===== config.mk =====
export PLATFORM = sky130hd
export DESIGN_NAME = arb_mux_reg
export DESIGN_NICKNAME = d
export VERILOG_FILES = /design/src/rtl/arb_mux_reg.sv
export SDC_FILE = /design/constraint.sdc
export NUM_CORES = 1
export LEC_CHECK = 0
export CAP_MARGIN = 20
export CORE_MARGIN = 8
export CORE_UTILIZATION = 41
export DETAILED_ROUTE_END_ITERATION = 8
export PLACE_DENSITY_LB_ADDON = 0.3
export SLEW_MARGIN = 20
export SYNTH_ARGS = -nofsm -noshare
export SYNTH_HDL_FRONTEND = slang
export SYNTH_SLANG_ARGS = --single-unit
export TNS_END_PERCENT = 20

===== constraint.sdc =====
create_clock -name clk -period 3.7 [get_ports clk]
set_input_delay 0.37 -clock clk [delete_from_list [all_inputs] [get_ports clk]]
set_output_delay 0.37 -clock clk [all_outputs]
set_load 0.01 [all_outputs]

===== src/rtl/arb_mux_reg.sv =====
// Purpose: N-input arbitrating mux (round-robin or fixed priority) with a registered output stage.
// Latency: one cycle from grant (in_ready high at edge k) to out_valid/out_data after edge k.
// Backpressure: out_valid && !out_ready holds the output word and forces every in_ready bit low.
module arb_mux_reg #(
  parameter int BUS_WIDTH  = 8,
  parameter int NUM_INPUTS = 4,
  parameter int SEL_WIDTH  = $clog2(NUM_INPUTS),
  parameter int RR_MODE    = 1
) (
  input  logic                            clk,
  input  logic                            rst,
  input  logic [NUM_INPUTS*BUS_WIDTH-1:0] in_data,
  input  logic [NUM_INPUTS-1:0]           in_valid,
  output logic [NUM_INPUTS-1:0]           in_ready,
  output logic [BUS_WIDTH-1:0]            out_data,
  output logic [SEL_WIDTH-1:0]            out_sel,
  output logic                            out_valid,
  input  logic                            out_ready
);

  // Output stage occupancy; the state bit doubles as out_valid.
  typedef enum logic {
    EMPTY = 1'b0,
    FULL  = 1'b1
  } state_t;

  localparam logic [SEL_WIDTH-1:0] LAST_IDX = SEL_WIDTH'(NUM_INPUTS - 1);

  state_t                 state_q, state_d;
  logic [BUS_WIDTH-1:0]   data_q, data_d;
  logic [SEL_WIDTH-1:0]   sel_q, sel_d;
  logic [SEL_WIDTH-1:0]   ptr_q, ptr_d;

  // Arbitration results
  logic                   lo_any;     // some channel is valid
  logic [SEL_WIDTH-1:0]   lo_idx;     // lowest valid index overall
  logic                   hi_any;     // some channel at or above ptr is valid
  logic [SEL_WIDTH-1:0]   hi_idx;     // lowest valid index at or above ptr
  logic                   grant_any;
  logic [SEL_WIDTH-1:0]   grant_idx;
  logic [BUS_WIDTH-1:0]   win_data;
  logic                   load_en;

  // Two-pass priority search: the first valid channel at or above ptr wins,
  // otherwise the search wraps to the lowest valid channel. Comparing against
  // ptr (rather than rotating by it) keeps non-power-of-two counts correct.
  always_comb begin
    lo_any = 1'b0;
    lo_idx = '0;
    hi_any = 1'b0;
    hi_idx = '0;
    for (int i = 0; i < NUM_INPUTS; i++) begin
      if (in_valid[i]) begin
        if (!lo_any) begin
          lo_any = 1'b1;
          lo_idx = SEL_WIDTH'(i);
        end
        if (!hi_any && (i >= int'(ptr_q))) begin
          hi_any = 1'b1;
          hi_idx = SEL_WIDTH'(i);
        end
      end
    end
  end

  // Pick the winner per arbitration mode; fixed priority ignores ptr.
  always_comb begin
    grant_any = lo_any;
    grant_idx = lo_idx;
    if ((RR_MODE != 0) && hi_any) begin
      grant_idx = hi_idx;
    end
  end

  // Route the winning channel's word to the output register input.
  always_comb begin
    win_data = '0;
    for (int i = 0; i < NUM_INPUTS; i++) begin
      if (grant_idx == SEL_WIDTH'(i)) begin
        win_data = in_data[i*BUS_WIDTH +: BUS_WIDTH];
      end
    end
  end

  // State register: output word, its source index, and the round-robin pointer.
  always_ff @(posedge clk or posedge rst) begin
    if (rst) begin
      state_q <= EMPTY;
      data_q  <= '0;
      sel_q   <= '0;
      ptr_q   <= '0;
    end else begin
      state_q <= state_d;
      data_q  <= data_d;
      sel_q   <= sel_d;
      ptr_q   <= ptr_d;
    end
  end

  // Next-state: load on any grant when the register is free or draining,
  // empty when draining with nothing to load, otherwise hold.
  always_comb begin
    state_d = state_q;
    data_d  = data_q;
    sel_d   = sel_q;
    ptr_d   = ptr_q;
    case (state_q)
      EMPTY: begin
        if (grant_any) begin
          state_d = FULL;
        end
      end
      FULL: begin
        if (out_ready) begin
          state_d = grant_any ? FULL : EMPTY;
        end
      end
      default: state_d = EMPTY;
    endcase
    if (load_en && grant_any) begin
      data_d = win_data;
      sel_d  = grant_idx;
      if (RR_MODE != 0) begin
        ptr_d = (grant_idx == LAST_IDX) ? '0 : grant_idx + SEL_WIDTH'(1);
      end
    end
  end

  // Outputs: one-hot grant only when the register can take a word and reset is released.
  always_comb begin
    load_en   = (state_q == EMPTY) || out_ready;
    out_valid = (state_q == FULL);
    out_data  = data_q;
    out_sel   = sel_q;
    in_ready  = '0;
    for (int i = 0; i < NUM_INPUTS; i++) begin
      if (!rst && load_en && grant_any && (grant_idx == SEL_WIDTH'(i))) begin
        in_ready[i] = 1'b1;
      end
    end
  end

endmodule


# ---- Yosys cells after proc, flatten, opt, wreduce, memory -nomap -nowiden
# Cells that the tools add are included.
dict set report word_totals {
  input_bits 39
  wordCells 62
  reg_bits 13
}
dict set report classes {
  n_eq_ne 3
  n_reduce_logical 14
  magnitude_cmp 3
  n_mux 36
  bitwise_logic 1
  addsub 1
}
# operator n
set op_table {}
lappend op_table {{$mux W8} 4}
lappend op_table {{$mux W1} 21}
lappend op_table {{$mux W2} 10}
lappend op_table {{$logic_and A1 B1 Y1} 9}
lappend op_table {{$eq A2 B2 Y1 const B} 2}
lappend op_table {{$ge A1 B2 Y1 const A} 2}
lappend op_table {{$logic_not A1 Y1} 3}
lappend op_table {{$add A2 B1 Y2 const B} 1}
lappend op_table {{$eq A2 B1 Y1 const B} 1}
lappend op_table {{$ge A2 B2 Y1 const A} 1}
lappend op_table {{$logic_not A2 Y1} 1}
lappend op_table {{$pmux W1 S2} 1}
lappend op_table {{$logic_or A1 B1 Y1} 1}
lappend op_table {{$not A1 Y1} 1}

# ---- Longest topological paths before layout
# Gate-level depths: netlist of run 1.
dict set report logic_depth {
  word_depth 19
  ltp_mapped 8
  ltp_nobuf 7
}

# ---- Least setup slack after synthesis of run 1
# No wires, ideal clock.
dict set report synth_path {
  kind {register to register}
  start {register ptr_q[1]}
  end {register data_q[4] (netlist: out_data[4])}
  required_ns 3.618
  path_slack_ns 1.655
  setup_time_ns 0.082
  n_path_buf 1
  synth_period_minus_slack_ns 2.045
  arrival_ns 1.963
  path_stages_with_launch 9
  path_cell_list {dfrtp_1 > or3b_1 > o221ai_2 > inv_1 > ha_1 > buf_2 > nand3b_1 > a221o_1 > a31oi_1}
}
dict set report synth_between {
  elab_chain_cells 19
  elab_cells_between_ends 29
}
# item line
set synth_lines {}
lappend synth_lines {{start: declaration} 32} ;# logic [SEL_WIDTH-1:0] ptr_q, ptr_d;
lappend synth_lines {{start signal: assignment} 96} ;# ptr_q <= ptr_d;
lappend synth_lines {{$ge A1 B2 Y1} 58} ;# if (!hi_any && (i >= int'(ptr_q))) begin
lappend synth_lines {{$mux W1} 58}
lappend synth_lines {{$mux W1} 53} ;# if (in_valid[i]) begin
lappend synth_lines {{$logic_not A1 Y1} 58}
lappend synth_lines {{$logic_and A1 B1 Y1} 58}
lappend synth_lines {{$mux W1} 58}
lappend synth_lines {{$mux W1} 53}
lappend synth_lines {{$logic_not A1 Y1} 58}
lappend synth_lines {{[2 not listed]} n/a}
lappend synth_lines {{$mux W2 or $mux W1 (tied branches)} 53}
lappend synth_lines {{$mux W2} 58}
lappend synth_lines {{$mux W2} 53}
lappend synth_lines {{$mux W2 (*)} 70} ;# if ((RR_MODE != 0) && hi_any) begin
lappend synth_lines {{named net grant_idx[0]} 40} ;# logic [SEL_WIDTH-1:0] grant_idx;
lappend synth_lines {{$logic_not A2 Y1} 79} ;# if (grant_idx == SEL_WIDTH'(i)) begin
lappend synth_lines {{$mux W8 (3 in series)} 79}
lappend synth_lines {{$mux W8 (*)} 79}
lappend synth_lines {{end signal: assignment} 94} ;# data_q <= data_d;
lappend synth_lines {{end: declaration} 30} ;# logic [BUS_WIDTH-1:0] data_q, data_d;
# The timed path passes the listed nets; every way through them passes the cells marked *.
# A chain may end at the register's enable or synchronous reset.

# ---- Worst setup path after layout of run 1
dict set report layout_path {
  start {input in_valid[0]}
  end {output in_ready[0]}
}
dict set report layout_between {
  elab_chain_cells 15
  elab_cells_between_ends 31
}
# item line
set layout_lines {}
lappend layout_lines {{start: declaration} 13} ;# input logic [NUM_INPUTS-1:0] in_valid,
lappend layout_lines {{$mux W1} 53}
lappend layout_lines {{$logic_not A1 Y1} 58}
lappend layout_lines {{$logic_and A1 B1 Y1} 58}
lappend layout_lines {{$mux W1} 58}
lappend layout_lines {{$mux W1} 53}
lappend layout_lines {{$logic_not A1 Y1} 58}
lappend layout_lines {{$logic_and A1 B1 Y1} 58}
lappend layout_lines {{$mux W2 or $mux W1 (tied branches)} 58}
lappend layout_lines {{$mux W2 or $mux W1 (tied branches)} 53}
lappend layout_lines {{$mux W2} 58}
lappend layout_lines {{$mux W2} 53}
lappend layout_lines {{$mux W2} 70}
lappend layout_lines {{$logic_not A2 Y1} 137} ;# if (!rst && load_en && grant_any && (grant_idx == SEL_WIDTH'(i))) begin
lappend layout_lines {{$logic_and A1 B1 Y1 (*)} 137}
lappend layout_lines {{$mux W1 (*)} 137}
lappend layout_lines {{end: declaration} 14} ;# output logic [NUM_INPUTS-1:0] in_ready,
# Every way passes the cells marked *; elsewhere a longest branch is shown, timed or not.

==> results of run 1 <==
[state kept, by name, summed over array words and instances, names as in the netlist]
signal and flops:
out_data 8, out_sel 2, ptr_q 2, out_valid 1
[where the power goes]
part	switching, W	total [W]	internal, W
Sequential	0.0000433	0.000243	0.000200
Combinational	0.000236	0.000517	0.000282
Clock	0.0000463	0.0000881	0.0000418
Total	0.000325	0.000849	0.000524
[per-stage QoR]
step,worst slack [ns],std cells
2_1_floorplan,1.66,108
3_3_place_gp,0.671,187
3_5_place_dp,0.652,187
4_1_cts,0.643,191
5_1_grt,0.542,191
6_report,0.622,191
[routing by layer]
metal	global-route usage	part of all wire
met5	0	0
met4	0.0572	0.014
met3	0.0241	0.051
met2	0.260	0.51
met1	0.161	0.43
[synth_stat cells, drive strengths merged]
master | number | area, um2
a221oi | 2 | 17.5
or2 | 2 | 12.5
nand2b | 3 | 18.8
clkbuf | 1 | 3.75
a31oi | 6 | 37.5
nand2 | 9 | 41.3
dfrtp | 13 | 325
ha | 4 | 50.1
o221ai | 1 | 15.0
or4 | 1 | 7.51
nor2b | 3 | 18.8
o22ai | 2 | 12.5
nor3 | 1 | 5.00
nor4 | 1 | 21.3
nand3b | 6 | 45.0
nor2 | 2 | 10.0
o21ai | 6 | 30.0
and3 | 3 | 18.8
mux2i | 1 | 10.0
buf | 4 | 26.3
mux2 | 1 | 15.0
o31ai | 4 | 35.0
or3b | 1 | 8.76
inv | 10 | 37.5
a221o | 6 | 60.1
a311oi | 1 | 8.76
a21boi | 1 | 7.51
a21oi | 13 | 87.6
[area by class of cell]
type / count / area share
Clock buffer: 4 / 0.0167
Inverter: 10 / 0.0239
Multi-Input combinational cell: 80 / 0.378
Sequential cell: 13 / 0.207
Tap cell: 28 / 0.0223
Timing Repair Buffer: 56 / 0.352
[cells by family (layout without fill, tap and decap cells)]
logic type / after synthesis / after routing / synth area share
compound gates: 42 / 42 / 0.316
simple gates: 32 / 32 / 0.210
fa+ha+maj: 4 / 4 / 0.0507
mux: 2 / 2 / 0.0253
flops: 13 / 13 / 0.330
buf+inv: 15 / 70 / 0.0684
[worst paths after layout]
check,startpoint,end,slack [ns],cells after the start
max in group asynchronous,rst,out_sel[0],2.83,2
max reg2reg,ptr_q[1],out_data[2],1.39,8
min in group clk,out_sel[1],out_sel[1],0.53,2
max,in_valid[0],in_ready[0],0.62,7
min,rst,out_data[0],0.48,2
min reg2reg,out_sel[1],out_sel[1],0.53,2
==> results.toml, run 1 <==
[power]
power_w = 0.000849
p_per_area_mw_per_mm2 = 540
p_leak_nw = 0.629
irDropWorstVdd_mv = 0.296

[setup_path]
crit_top_cell = "clkdlybuf4s50_1"
critPathBufInv = 2
crit_chain = "clkdlybuf4s50_1 > nand2_1 > a311oi_1 > or2_2 > ha_1 > and3_1 > clkdlybuf4s50_1"
cp.required_ns = 3.33
cp-start-kind = "input port"
end_kind = "primary output"
cp_slowest_cell = "clkdlybuf4s50_1"
cp_max_fo = 8
critPathKind = "in2out"
timing.critical_path.max_delay_family = "buffers and inverters"
critPathArrivalTime_ns = 2.71
max_stage_delay_ns = 0.60

[die]
die_w_um = 65.1
initial_utilization = 0.438
rows = 17
ios = 54
die_h_um = 65.1
design.die.area_mm2 = 0.00423
core-area_mm2 = 0.00225

[final_layout]
most-common-layout-cells = "clkdlybuf4s50_1 (53), dfrtp_1 (13), inv_1 (10), nand2_1 (8), a21oi_1 (7)"
areaGrowthSynthToFinish_pct = 59.2
multi_input_area_um2 = 594
final_area_mm2 = 0.00157
final-seq-area_um2 = 325
num_antenna_cells = 0
fillers = 192
final_util = 0.697
final_common_cell = "clkdlybuf4s50_1"
fin_nets = 207
layout-drive-gt1-share = 0.123

[clocking]
cts_root_buffer = "clkbuf_4"
insertion_delay_ns = 0.28
clkTransAtPathRegs_ns = 0.08
ctsHoldBuffers = 0
cts_setup_buffers = 0
ctsResizeCount = 0
clockBufferDepth = 2
htreeDepth = 1
cts.sinks = 13
numCtsBuffers = 3
cts_tree = "yes"

[timing]
final_hold_viol_count = 0
skew_ns = 0.00639
slew_violations = 0
tightestPinTransition_ns = 0.589
rsz0062_at_grt = "no"
max_freq_mhz = 325
period_needed_ns = 3.08
tns_ns = 0
timing.hold.ws_ns = 0.484
finalCritPeriodShare = 0.832
setup_viol = 0
relSlewSlack = 0.607

[min_path]
holdCritPathClass = "in2async"

[drt]
drt_first_pass_iters = 4
drc_errors = 0
vias_per_cell = 5.46
wl_um = 3050
routed-via-count = 1043
ant_nets = 0
routedWlPerCell_um = 16.0
drt_iter0_markers = 41

[global_routing]
grt_pass1_wl_um = 4920
grt_start_max_net_pins = 17
grt_pass1_vias = 1108
grt_usage = 0.143
grt.overflow.total = 0
antenna_found_initial = 0

[synth]
syn_area_um2 = 987
synth_cells = 108
synth_cell_types = 34
syn_nets = 151
yosys_warnings = 0
syn_area_per_cell_um2 = 9.14
seq_area_frac_synth = 0.330
ys_seq_elements = 13

[place]
portBuffers = 53
gp_congestion = 0.849
post-dp-hpwl_um = 2500
post_dp_cell_area_mm2 = 0.00155

[run_status]
outcome = "finished clean"

[job]
cap_violations = 0
Note: power is estimated with default switching activity, not from simulation.
==> run 2: changes to the inputs <==
CORE_UTILIZATION = 38   (was 41)
clock period = 2.9 ns   (was 3.7 ns; I/O delays follow)
==> run 2 against run 1 <==
Against the previous run: final cell count up 3.1%; count of clock-buffer cells in the layout unchanged; die area grew 5.9%; register-to-register slack got worse by 0.84 ns; sequential share of layout area is 0.56 points lower; setup slack got worse by 0.47 ns.
==> results.toml, run 2 (synthesis results as in run 1) <==
[final_layout]
layout-drive-gt1-share = 0.150
final_common_cell = "clkdlybuf4s50_1"
most-common-layout-cells = "clkdlybuf4s50_1 (51), dfrtp_1 (13), inv_1 (10), nand2_1 (8)"
areaGrowthSynthToFinish_pct = 63.6
largest_register_ffs = 8
num_antenna_cells = 0
fin_nets = 211

[timing]
tightestPinTransition_ns = 0.484
setup_viol = 0
period_needed_ns = 2.75
relSlewSlack = 0.677
max_freq_mhz = 364
rsz0062_at_grt = "no"
tns_ns = 0
skew_ns = 0.00313
final_hold_viol_count = 0
finalCritPeriodShare = 0.948
timing.hold.ws_ns = 0.235
slew_violations = 0

[drt]
drt_first_pass_iters = 4
vias_per_cell = 5.40
drc_errors = 0
drt_iter0_markers = 22
routedWlPerCell_um = 16.0
routed-via-count = 1063
wl_um = 3150
ant_nets = 0

[setup_path]
reg2reg_depth = 8
max_stage_delay_ns = 0.63
r2r_end = "out_data[2]"
crit_top_cell = "clkdlybuf4s50_1"
end_kind = "primary output"
critPathKind = "in2out"
critPathBufInv = 2
cp-startpoint = "in_valid[0]"
critPathArrivalTime_ns = 2.46
r2r_start = "ptr_q[1]"
endpoint = "in_ready[1]"
timing.critical_path.max_delay_family = "buffers and inverters"
cp.required_ns = 2.61
cp_max_fo = 6
cp-start-kind = "input port"
crit_chain = "clkdlybuf4s50_1 > nand2_1 > a311oi_2 > or2_2 > ha_1 > and3_1 > clkdlybuf4s50_1"
cp_slowest_cell = "clkdlybuf4s50_1"
path_depth = 7
rrSetupSlack_ns = 0.55

[clocking]
insertion_delay_ns = 0.27
ctsResizeCount = 0
clkTransAtPathRegs_ns = 0.07
numCtsBuffers = 3
cts_setup_buffers = 0
cts_tree = "yes"
cts_root_buffer = "clkbuf_4"
cts.sinks = 13
clockBufferDepth = 2
htreeDepth = 1
ctsHoldBuffers = 0

[die]
initial_utilization = 0.398
design.die.area_mm2 = 0.00448
ios = 54
die_h_um = 67.0
die_w_um = 67.0
core-area_mm2 = 0.00248
rows = 18

[place]
portBuffers = 53
post-dp-hpwl_um = 2650
gp_congestion = 0.887

[power]
irDropWorstVdd_mv = 0.385
p_per_area_mw_per_mm2 = 684
power_w = 0.00111
p_leak_nw = 0.677

[global_routing]
grt_start_max_net_pins = 16
grt_pass1_vias = 1129
antenna_found_initial = 0
grt_pass1_wl_um = 4930
grt_usage = 0.141
grt.overflow.total = 0

[run_status]
outcome = "finished clean"

[min_path]
holdCritPathClass = "in2async"

[job]
cap_violations = 0
run 2: per-layer routing:
metal	GRT usage	up-vias	share of wire
met5	0	-	0
met4	0.0679	0	0.014
met3	0.0352	4	0.072
met2	0.257	38	0.50
met1	0.146	496	0.41
li1	-	525	-
run 2: power by group:
part / internal (W) / switching [W]
sequential: 0.000256 / 0.0000589
clock: 0.0000533 / 0.0000573
combinational: 0.000371 / 0.000310
run 2: final cells by class:
| type | count | area, um2 |
|---|---|---|
| sequential | 13 | 325 |
| tap | 30 | 37.5 |
| timing repair buffer | 60 | 588 |
| inverter | 10 | 37.5 |
| clock buffer | 4 | 26.3 |
| fill | 229 | 862 |
| multi-input combinational | 80 | 601 |
run 2: worst min-delay path by stage:
stage	startpoint	end	slack (ns)	cells past startpoint
after floorplan	rst	out_data[0]	0.18	1
after global placement	out_sel[1]	out_sel[1]	0.51	2
after detailed placement	out_sel[0]	out_sel[0]	0.50	2
after CTS	rst	out_data[5]	0.25	2
after global routing	rst	out_data[5]	0.25	2
final	rst	out_data[5]	0.24	2
run 2: worst reg2reg max path: stages (launching register included):
cell and delay (ns):
dfrtp_1 0.45, or3b_1 0.42, o221ai_2 0.12, inv_1 0.14, ha_1 0.24, buf_4 0.19
or2_2 0.29, a221oi_1 0.27, o31ai_1 0.11
run 2: per-stage QoR:
stage / area [um2] / worst slack (ns) / cells / utilization
after floorplan: 987 / 0.855 / 108 / -
after global placement: 1580 / 0.201 / 193 / 0.637
after detailed placement: 1580 / 0.0838 / 193 / 0.637
after CTS: 1600 / 0.0534 / 197 / 0.647
after global routing: 1620 / 0.0662 / 197 / 0.652
final: 1620 / 0.150 / 197 / 0.652
==> run 3: changes to the inputs <==
CORE_UTILIZATION = 30   (was 38)
==> run 3 against run 2 <==
Against the previous run: clock power grew 5%; via count grew 0.28%; die area grew 20%.
==> results.toml, run 3 (synthesis results as in run 1) <==
[min_path]
holdCritPathClass = "in2async"

[clocking]
insertion_delay_ns = 0.28
cts_root_buffer = "clkbuf_4"
cts_tree = "yes"
clkTransAtPathRegs_ns = 0.08
cts_setup_buffers = 0
numCtsBuffers = 3
htreeDepth = 1
clockBufferDepth = 2
cts.sinks = 13

[final_layout]
largest_register_ffs = 8
layout-drive-gt1-share = 0.150
most-common-layout-cells = "clkdlybuf4s50_1 (52), dfrtp_1 (13), inv_1 (10), nand2_1 (8)"
areaGrowthSynthToFinish_pct = 65.1
num_antenna_cells = 0
final_common_cell = "clkdlybuf4s50_1"
fin_nets = 211
fillers = 332

[setup_path]
critPathKind = "in2out"
cp-startpoint = "in_valid[2]"
end_kind = "primary output"
critPathBufInv = 2
r2r_end = "out_data[7]"
r2r_start = "ptr_q[1]"
timing.critical_path.max_delay_family = "buffers and inverters"
cp-start-kind = "input port"
rrSetupSlack_ns = 0.58
cp.required_ns = 2.61
crit_chain = "clkdlybuf4s50_1 > nor2b_1 > a311oi_1 > or2_2 > ha_1 > and3_1 > clkdlybuf4s50_1"
critPathArrivalTime_ns = 2.46
cp_slowest_cell = "clkdlybuf4s50_1"
crit_top_cell = "clkdlybuf4s50_1"
reg2reg_depth = 8
max_stage_delay_ns = 0.56
cp_max_fo = 6

[die]
initial_utilization = 0.303
die_w_um = 73.4
ios = 54
die_h_um = 73.4
rows = 21
core-area_mm2 = 0.00326
design.die.area_mm2 = 0.00538

[power]
p_per_area_mw_per_mm2 = 681
irDropWorstVdd_mv = 0.326
p_leak_nw = 0.658

[timing]
worst_slack_ns = 0.150
final_hold_viol_count = 0
tightestPinTransition_ns = 0.421
finalCritPeriodShare = 0.948
slew_violations = 0
relSlewSlack = 0.717
period_needed_ns = 2.75
skew_ns = 0.000558
tns_ns = 0
rsz0062_at_grt = "no"
setup_viol = 0
max_freq_mhz = 364

[run_status]
outcome = "finished clean"

[global_routing]
grt_pass1_vias = 1115
grt_usage = 0.129
grt_pass1_wl_um = 5370
antenna_found_initial = 0
grt_start_max_net_pins = 17
grt.overflow.total = 0

[place]
portBuffers = 53
dpl_worst_slack_ns = 0.124
post-dp-hpwl_um = 2650
gp_congestion = 0.878

[drt]
drt_first_pass_iters = 4
ant_nets = 0
routed-via-count = 1066
drc_errors = 0
routedWlPerCell_um = 15.2
vias_per_cell = 5.00
drt_iter0_markers = 67
wl_um = 3250

[job]
cap_violations = 0
==> run 3: area by class of cell <==
cell class	count	area (um2)	share of cell area
Multi-Input combinational cell	80	598	0.367
Sequential cell	13	325	0.200
Inverter	10	37.5	0.0230
Timing Repair Buffer	60	586	0.359
Clock buffer	4	26.3	0.0161
Tap cell	46	57.6	0.0353
==> run 3: layer usage <==
layer  vias up  track usage  wire [um]  part of all wire
li1        523            -          -                 -
met1       506        0.140       1400              0.43
met2        31        0.216       1570              0.48
met3         6       0.0423        194             0.060
met4         0       0.0687         82             0.025
met5         -            0          0                 0
==> run 3: timing repair <==
item / 4_1_cts / 5_1_grt
endpoints found under the setup margin: 0 / 2
hold buffers: 0 / 0
gates resized for setup: 0 / 3
==> run 3: worst max path at each step <==
stage	end	slack, ns	cells past startpoint
4_1_cts	in_ready[3]	0.10	8
3_5_place_dp	in_ready[3]	0.12	8
6_report	in_ready[1]	0.15	7
2_1_floorplan	out_data[4]	0.86	8
3_3_place_gp	in_ready[3]	0.20	8
5_1_grt	in_ready[3]	0.006	8
==> run 3: metrics by stage <==
| stage | cells | utilization | hold slack, ns | power, W | instance area (um2) |
|---|---|---|---|---|---|
| global route | 213 | 0.500 | 0.348 | 0.00119 | 1630 |
| floorplan | 108 | - | 0.183 | 0.000692 | 987 |
| finish | 213 | 0.500 | 0.332 | 0.00111 | 1630 |
| global placement | 209 | 0.490 | 0.520 | 0.000980 | 1600 |
| CTS | 213 | 0.498 | 0.340 | 0.00111 | 1620 |
| detailed placement | 209 | 0.490 | 0.510 | 0.000997 | 1600 |
==> run 3: worst register-to-register path: stages (launching register included) <==
cell	delay, ns
dfrtp_1	0.47
or3b_1	0.42
o221ai_2	0.11
inv_1	0.14
ha_1	0.24
buf_4	0.19
or2_2	0.29
a221oi_1	0.24
o31ai_1	0.10
==> run 3: where the power goes <==
group	switching (W)	internal (W)	total [W]	leakage (nW)
sequential	0.0000593	0.000255	0.000315	0.152
combinational	0.000308	0.000371	0.000679	0.492
clock	0.0000626	0.0000534	0.000116	0.0150
total	0.000430	0.000680	0.00111	0.658
==> RTL edit 1, RTL diff (settings of run 3) <==
Change the parameter `BUS_WIDTH` from 8 to 9.
--- a/src/rtl/arb_mux_reg.sv
+++ b/src/rtl/arb_mux_reg.sv
@@ -4,3 +4,3 @@
 module arb_mux_reg #(
-  parameter int BUS_WIDTH  = 8,
+  parameter int BUS_WIDTH  = 9,
   parameter int NUM_INPUTS = 4,
Interface: changed (resized in_data and out_data); port bits go from 54 to 59. No check against the original RTL was run, so the function may have changed too.
==> RTL edit 1 against run 3 <==
Design area grew 2.2%; sequential share of layout area is 1.1 points higher; via count is 2.7% higher; area after synthesis increased by 1.0%; wire length up 5.8%; power rose by 10%; maximum frequency is 0.69% lower; die area increased by 0.79%; largest power group unchanged; non-clock buffer count rose by 4; setup slack lost 0.019 ns; sequential cell count rose by 1; combinational power grew 9.6%; sequential power up 6%.
==> RTL edit 1: results (changes against run 3) <==
* Status: finished clean
* Number of flip-flops in the largest register at 9 (+1)
* WHS at 0.2934 ns (-0.03866 ns)
* GR Util met1 at 13.61% (-0.44 points)
* Arr. time, crit path at 2.48 ns (+0.02 ns)
* Post-DP HPWL at 2707 um (+2.2%)
* Sequential share of the synthesized area at 35.13% (+2.2 points)
* Placed cells at 220 (+5.3%)
* DR iter-0 viols at 51 (-24%)
* Cells after Synth at 118 (+9.3%)
* Routability Congestion at 0.7826 (-11%)
* Ratio of cells with drive above 1 in the final layout at 9.551% (-5.4 points)
* Placed inst area at 1630 um2 (+2.0%)
* Max IR drop VDD at 340.1 uV (+4.5%)
* Pin count of the biggest net entering global routing at 21 (+4)
* Crit share post-route at 95.47% (+0.65 points)
* Reg-to-Reg Start: ptr_q[0]
* P_leak at 0.7367 nW (+12%)
* Syn nets at 165 (+9.3%)
* Via count at 1095 (+2.7%)
* Adder-Cell Fraction of Synth Area at 5.019% (-0.051 points)
* Final WL at 3434 um (+5.8%)
* Gr usage total at 12.35% (-0.56 points)
* Count of cell types in the netlist at 27 (-21%)
* GR Util met2 at 21.36% (-0.29 points)
* Fill count at 336 (+1.2%)
* Drt via density at 4.888 (-2.3%)
## RTL edit 1: worst register-to-register path, stage by stage, from the launching register on
cell and delay, ns:
dfrtp_1 0.37, inv_1 0.08, a22o_1 0.21, a211oi_4 0.34, inv_1 0.12, ha_1 0.26
buf_4 0.16, or2_2 0.32, a221oi_1 0.23, o31ai_1 0.12
## RTL edit 1: where the power goes
part / switching, mW / internal [mW] / total, mW
Combinational: 0.346 / 0.399 / 0.744
Sequential: 0.0539 / 0.279 / 0.333
Clock: 0.0671 / 0.0764 / 0.143
Total: 0.467 / 0.754 / 1.22
## RTL edit 1: metal layers
metal	vias up	share of wire (%)
met2	30	52
met3	2	6.2
li1	538	-
met1	525	41
met5	-	0
met4	0	1.1
## RTL edit 1: layout make-up
cell class                      instances  area, um2  area share [%]
Timing Repair Buffer                   64      625.6           37.54
Multi-Input combinational cell         82      544.3           32.66
Sequential cell                        14      350.3           21.02
Tap cell                               46      57.56           3.453
Inverter                               14      52.55           3.153
Clock buffer                            4      36.28           2.177
==> RTL edit 2, RTL diff (config.mk and constraints of run 3) <==
Made on the original files. Reset style: synchronous (`rst`), changed in one clocked block.
--- a/src/rtl/arb_mux_reg.sv
+++ b/src/rtl/arb_mux_reg.sv
@@ -85,3 +85,3 @@
   // State register: output word, its source index, and the round-robin pointer.
-  always_ff @(posedge clk or posedge rst) begin
+  always_ff @(posedge clk) begin
     if (rst) begin
Formal check against the unedited RTL: differs if rst is asserted again (counterexample within 4 cycles, from zero or initial values and one cycle with rst high); with rst held inactive, the same outputs for 10 cycles.
==> RTL edit 2 against run 3 <==
Wire length is 2.6% higher; setup slack got worse by 0.033 ns; maximum frequency is 1.2% lower; hold slack improved by 0.16 ns; die area up 1.3%; via count rose by 4.9%; power down 36%; utilization shrank 2.3 points; design area is 3.8% lower; non-clock buffer count decreased by 2; sequential cell count unchanged; cell count increased by 2.8%; critical path depth is the same; area after synthesis up 1.6%; critical path type unchanged.
==> RTL edit 2: results (changes against run 3) <==
* Via count at 1118 (+4.9%)
* Least-Margin Pin Slew at 0.5324 ns (+0.1112 ns)
* Multi-input combinational area share at 39.23% (+2.5 points)
* Synth top area cells: dfxtp_1 26%, a21oi_1 9.0%, a221o_1 9.0%, a311oi_1 7.0%, nand3b_1 6.0%
* Placed inst area at 1543 um2 (-3.4%)
* Routed met1 length at 1370 um (-2.2%)
* Cells after Synth at 121 (+12%)
* Core region area at 3284 um2 (+0.81%)
* Worst hold path type: register to register
* Sequential share of the synthesized area at 25.94% (-7.0 points)
* Worst r2r dst: out_data[1]
* Largest fanout on the critical path at 5 (-1)
* P_leak at 0.5922 nW (-10%)
* Status: finished clean
* Count of cell types in the netlist at 31 (-8.8%)
* Routed wl met3 at 222 um (+14%)
* Final nets at 217 (+2.8%)
* GR Util met2 at 20.28% (-1.4 points)
* Signal buffers at 58 (-3.3%)
* Pin count of the biggest net entering global routing at 19 (+2)
* Routability Congestion at 0.8468 (-3.5%)
* Most instantiated cells after synthesis: 18 x a21oi_1, 13 x dfxtp_1, 11 x inv_1
* Global-route wire length before repair at 5133 um (-4.4%)
* Arr. time, crit path at 2.49 ns (+0.03 ns)
* Dominant synthesized flop cell: dfxtp_1
* WHS at 0.4958 ns (+0.1637 ns)
* Seq Cell Count at 13 (unchanged)
* Final WL at 3332 um (+2.6%)
* Met3 usage at 2.183% (-2.0 points)
* Post-DP HPWL at 2683 um (+1.3%)
* DR iter-0 viols at 96 (+43%)
RTL edit 2: cell types whose count changed in the layout (fill, tap and decap cells not counted), moves of 3 or more:
cell,delta
a21oi_1,+11
o31ai_1,-3
a221o_1,+3
dfxtp_1,+13
a311oi_1,+7
o21ai_0,-3
dfrtp_1,-13
a31oi_1,-6
a21oi_2,-6
RTL edit 2: kinds of logic (layout without fill, tap and decap cells):
| family | Yosys count | after routing | share of synthesized area, % |
|---|---|---|---|
| adders and majority gates | 4 | 4 | 4.988 |
| DFF | 13 | 13 | 25.94 |
| buffers and inverters | 21 | 73 | 12.72 |
| and+or+nand+nor | 38 | 38 | 23.19 |
| muxes | 1 | 1 | 0.9975 |
| AOI/OAI and AO/OA | 44 | 44 | 32.17 |
RTL edit 2: power by group:
part	switching [mW]	internal (mW)	total [mW]	leakage [nW]
sequential	0.0206	0.209	0.230	0.108
clock	0.0583	0.0532	0.111	0.0150
combinational	0.169	0.205	0.374	0.469
total	0.248	0.467	0.715	0.592
